--- src/rtl/elastic_pipe_reg.sv ---
// -----------------------------------------------------------------------------
// elastic_pipe_reg
//
// Purpose:
//   Elastic inter-stage pipeline register. It chains DEPTH register slices,
//   each holding a DATA_W-bit payload and its own valid bit. The block uses a
//   valid/ready handshake, so downstream back-pressure holds data in place
//   instead of dropping it. A ready chain that ripples from the output side
//   lets bubbles collapse while the output is stalled. It also lets a full
//   chain accept and emit an entry in the same cycle.
//   hlt freezes every register and blocks both handshakes. flush squashes
//   every in-flight entry and clears the payload registers.
//
// Parameters:
//   DATA_W  payload width in bits (>= 1)
//   DEPTH   number of register slices, equal to the latency in cycles (>= 1)
//   CNT_W   occupancy counter width, derived from DEPTH (not overridable)
//
// Ports:
//   clk        in   1       system clock; all state updates on the rising edge
//   rst_n      in   1       asynchronous active-low reset
//   hlt        in   1       freeze: no state changes, handshakes blocked
//   flush      in   1       squash all in-flight entries on the next edge
//   in_valid   in   1       upstream presents in_data
//   in_ready   out  1       block accepts in_data this cycle
//   in_data    in   DATA_W  upstream payload
//   out_valid  out  1       out_data is valid toward downstream
//   out_ready  in   1       downstream accepts out_data this cycle
//   out_data   out  DATA_W  payload of the last slice (driven even when invalid)
//   occupancy  out  CNT_W   number of valid slices, 0..DEPTH
//   stall_cnt  out  32      only when PIPE_STALL_CNT_EN is defined
//
// Configuration macro:
//   PIPE_STALL_CNT_EN
//     When defined, the stall_cnt port and a saturating 32-bit counter are
//     added. The counter counts the edges on which the last slice holds a
//     valid entry, downstream is not ready, and the block is not halted.
//     Only reset clears the counter; flush leaves it unchanged.
//     When undefined, both the port and the counter are absent.
// -----------------------------------------------------------------------------
module elastic_pipe_reg #(
  parameter int DATA_W = 32,
  parameter int DEPTH  = 1,
  localparam int CNT_W = $clog2(DEPTH + 1)
) (
  input  logic              clk,
  input  logic              rst_n,
  input  logic              hlt,
  input  logic              flush,
  input  logic              in_valid,
  output logic              in_ready,
  input  logic [DATA_W-1:0] in_data,
  output logic              out_valid,
  input  logic              out_ready,
  output logic [DATA_W-1:0] out_data,
  output logic [CNT_W-1:0]  occupancy
`ifdef PIPE_STALL_CNT_EN
  ,
  output logic [31:0]       stall_cnt
`else
`endif
);

  // Population count of the slice valid bits.
  function automatic logic [CNT_W-1:0] popcount(input logic [DEPTH-1:0] bits);
    logic [CNT_W-1:0] cnt;
    cnt = {CNT_W{1'b0}};
    for (int i = 0; i < DEPTH; i++) begin
      cnt = cnt + CNT_W'(bits[i]);
    end
    return cnt;
  endfunction

  // Slice state. Index 0 is the input side; index DEPTH-1 drives the output.
  logic [DEPTH-1:0]             v;
  logic [DEPTH-1:0][DATA_W-1:0] d;

  // rdy[i]: slice i may load from its predecessor (or from in_data) this cycle.
  logic [DEPTH-1:0]             rdy;

  // Ready chain, rippled from the output side toward the input.
  // A slice can load when it is empty or when its successor can load.
  // A scalar accumulator carries the ripple so that rdy depends only on
  // v and out_ready, and never on itself.
  always_comb begin
    logic acc;
    rdy = {DEPTH{1'b0}};
    acc = out_ready;
    for (int i = DEPTH - 1; i >= 0; i--) begin
      acc    = ~v[i] | acc;
      rdy[i] = acc;
    end
  end

  // Handshake-side outputs; hlt and flush both close the input port.
  always_comb begin
    in_ready  = rdy[0] & ~hlt & ~flush;
    out_valid = v[DEPTH-1] & ~hlt;
    out_data  = d[DEPTH-1];
    occupancy = popcount(v);
  end

  // Slice registers, with priority reset > flush > hlt > normal advance.
  always_ff @(posedge clk or negedge rst_n) begin
    if (!rst_n) begin
      v <= {DEPTH{1'b0}};
      d <= {(DEPTH * DATA_W){1'b0}};
    end else if (flush) begin
      v <= {DEPTH{1'b0}};
      d <= {(DEPTH * DATA_W){1'b0}};
    end else if (hlt) begin
      v <= v;
      d <= d;
    end else begin
      // The input slice takes the upstream valid whenever it can load.
      // Its payload changes only when a valid entry actually arrives.
      if (rdy[0]) begin
        v[0] <= in_valid;
        if (in_valid) begin
          d[0] <= in_data;
        end else begin
          d[0] <= d[0];
        end
      end else begin
        v[0] <= v[0];
        d[0] <= d[0];
      end
      // Downstream slices take their predecessor. An invalid entry moving
      // forward leaves the old payload in place, so d[i] only ever holds
      // data that was once valid, or zero.
      for (int i = 1; i < DEPTH; i++) begin
        if (rdy[i]) begin
          v[i] <= v[i-1];
          if (v[i-1]) begin
            d[i] <= d[i-1];
          end else begin
            d[i] <= d[i];
          end
        end else begin
          v[i] <= v[i];
          d[i] <= d[i];
        end
      end
    end
  end

`ifdef PIPE_STALL_CNT_EN
  // Saturating count of output-stall edges. Only reset clears it.
  always_ff @(posedge clk or negedge rst_n) begin
    if (!rst_n) begin
      stall_cnt <= 32'd0;
    end else if (v[DEPTH-1] && !out_ready && !hlt && (stall_cnt != 32'hFFFF_FFFF)) begin
      stall_cnt <= stall_cnt + 32'd1;
    end else begin
      stall_cnt <= stall_cnt;
    end
  end
`else
`endif

endmodule

--- config.mk ---
export PLATFORM = sky130hd
export DESIGN_NAME = elastic_pipe_reg
export DESIGN_NICKNAME = d
export VERILOG_FILES = /design/src/rtl/elastic_pipe_reg.sv
export SDC_FILE = /design/constraint.sdc
export NUM_CORES = 1
export LEC_CHECK = 0
export CAP_MARGIN = 20
export CORE_UTILIZATION = 30
export CTS_BUF_LIST = sky130_fd_sc_hd__clkbuf_8
export CTS_CLUSTER_DIAMETER = 200
export DETAILED_ROUTE_END_ITERATION = 12
export PLACE_DENSITY = 0.62
export REMOVE_ABC_BUFFERS = 1
export SYNTH_ARGS = -nofsm -noshare
export SYNTH_HDL_FRONTEND = slang
export SYNTH_SLANG_ARGS = --single-unit
--- constraint.sdc ---
create_clock -name clk -period 1.5 [get_ports clk]
set_input_delay 0.15 -clock clk [delete_from_list [all_inputs] [get_ports clk]]
set_output_delay 0.15 -clock clk [all_outputs]
set_load 0.02 [all_outputs]
==> results.md <==
* Slew Limit Headroom at between 70% and 80%
* Per-cell routed wire length at 15.3 µm
* Crit path max fanout at 2
* Drt pass-1 iters at 4
* Status: completed
* Setup ws final at a little under 0.09 ns
* Drt total wl at roughly 3300 µm
* Vias in the first global route at 1025
* CTS Hold Bufs at 0
* Root Driver: clkbuf_8
* Die height at between 60 and 70 µm
* Final worst path period need at between 1 and 1.5 ns
* Unique masters post-synth at 12
* Fill cells at ~350
* Reg power frac at 48.2%
* FF-to-FF path depth at 5
* Cts repair resizes at 2
* Final worst-path cycle share at approximately 94%
* Die W at ~67 µm
* DP HPWL at between 2000 and 2500 µm
* DRC at 0
* Total CTS buffers at 5
* Area of the die at between 0.004 and 0.005 mm²
* IO buf count at 72
* Worst Max-Slew Pin Slew at about 0.41 ns
* Clock share of power at between 30% and 40%
* P_int at roughly 1.5 mW
* CTS Buffer Depth at 2
* Core ar. at 0.00403 mm²
* Largest net degree at the start of global routing at 34
* Critical path endpoint: out_data[16]
* Post-CTS Setup Inserts at 0
* VDD IR max at 0.000374 V
* Share of cells above drive strength 1 at 11.7%
* Syn avg cell area at 15.6 µm²
* Yosys warns at 0
* Worst-path clk slew at about 0.06 ns
* Final setup viols at 0
* Sw Share at between 20% and 30%
* Dpl ws at -0.171 ns
* Worst path bufs/invs at 1
* Finished layout cell area at between 0.002 and 0.0025 mm²
* Clock tree from TritonCTS: built
* Insertion delay to the later sink of the worst-skew pair at roughly 0.28 ns
* Cell chain of the critical path: clkdlybuf4s50_1
* Via-to-Cell Ratio at 4.82
* Post-layout total power at ~2.0 mW
* Sw power at about 0.47 mW
* Mapped Area at about 0.0013 mm²
* Initial Util at between 30% and 40%
* Crit path max-delay family: buffers and inverters
* Ports at 73
* Sequential cell area at between 800 and 900 µm²
* Kind of critical path: reg2out
* Max stage delay on crit path at between 0.6 and 0.7 ns
* Ant. Diodes at 0
* Setup crit start kind: flip-flop
* Antenna violations before repair at 0
* Max Slew Vio Count at 0
* Final Hold Viols at 0
* Layout area overhead at 71.9%
* H-tree depth at 2
* R2r startpoint: v
* Synthesis-stage register bit count at 33
* CP max stage cell: clkdlybuf4s50_1
* Pwr Density at 914 mW/mm²
* Fin cells at approximately 210
* Nets@finish at around 200
* Placed Cells at 206
* Number of max-cap violations at 0
* 1st-iter DRT viols at 33
* Cell depth of the worst setup path at 1
* F_max at slightly above 700 MHz
* Clk sink count at 33
* Endpoint type of the worst setup path: output pin
* Final ANT Viol Nets at 0
* Logic gate share of total power at 19.5%
* Setup crit start: out_data[16]
* Worst hold path type: in2async
* RePlAce Congestion at around 0.64
* RSZ-0062 raised after global routing: no
* Reg2reg end: out_data[31]
* Worst clock skew at approximately 0.0018 ns
* Via count at just over 1000
* Post-DP Area at 0.00208 mm²
* Num rows at 23
* Area of the multi-input gates at 368 µm²
* GRT overflow at 0
* Mapped Cells at 81
* Total GRT Usage at 15.3%
* First-pass GRT wire length at 4860 µm
* Static Leak at 0.981 nW
* Critical Path AT at around 1.3 ns
* WP data required at 1.35 ns
* Reg2Reg Setup Slack at 0.14 ns
* Sequential share of the synthesized area at between 60 and 70%
==> state kept, by name, summed over array words and instances, names as in the netlist <==
register	flops
out_data	32
v	1
==> cell families (layout without fill, tap and decap cells) <==
group	after synthesis	after routing	synth area share [%]
flip-flops	33	33	65.5
buffers and inverters	6	88	5.36
AND/OR/NAND/NOR	8	8	5.85
AO/OA/AOI/OAI	34	34	23.3
==> how the worst min path moves through the flow <==
stage	startpoint	end
3_3_place_gp	out_data[11]	out_data[11]
2_1_floorplan	rst_n	out_data[0]
3_5_place_dp	out_data[7]	out_data[7]
4_1_cts	rst_n	out_data[6]
5_1_grt	rst_n	out_data[6]
6_report	rst_n	out_data[6]
==> routing by layer <==
layer / global-route usage, % / vias up / share of wire (%)
met1: 19.8 / 501 / 46
li1: - / 472 / -
met2: 23.0 / 48 / 45
met3: 5.82 / 5 / 7.6
met4: 5.59 / 0 / 1.4
met5: 0 / - / 0
==> layout make-up <==
type / instances / area share, %
Clock inverter: 1 / 0.173
Timing Repair Buffer: 81 / 38.1
Multi-Input combinational cell: 42 / 17.0
Sequential cell: 33 / 38.1
Clock buffer: 6 / 3.81
Tap cell: 50 / 2.89
==> power groups by stage <==
stage,registers [mW],clock network (mW),logic (mW)
floorplan,1.02,0,0.0717
global placement,0.970,0,0.385
global route,0.960,0.717,0.412
detailed placement,0.972,0,0.391
finish,0.955,0.641,0.387
CTS,0.955,0.668,0.393
==> synth_stat cells <==
cell	n	area share, %
nor2b_4	1	1.1
nor2b_2	1	0.69
nor2b_1	1	0.50
dfrtp_1	33	65
a21oi_2	1	0.69
a22o_1	32	22
nor2_1	1	0.30
a21oi_1	1	0.40
buf_6	6	5.4
nand2b_1	2	0.99
nor3_1	1	0.40
nor4b_4	1	1.9
==> layout by cell type (no fill, tap or decap), types with 2 or more instances in the layout <==
master	synthesis	final
clkbuf_8	0	6
dlygate4sd2_1	0	2
a22o_1	32	32
nand2b_1	2	2
dfrtp_1	33	33
buf_12	0	3
buf_4	0	6
clkdlybuf4s50_1	0	69
==> stage by stage <==
| stage | setup TNS (ns) | utilization (%) | hold slack [ns] |
|---|---|---|---|
| floorplan | -9.58 | - | -0.146 |
| global placement | -3.02 | 51.7 | 0.488 |
| detailed placement | -3.94 | 51.7 | 0.490 |
| CTS | 0 | 53.8 | 0.288 |
| global route | 0 | 53.8 | 0.305 |
| finish | 0 | 53.8 | 0.279 |
(Power assumes the default switching activity.)
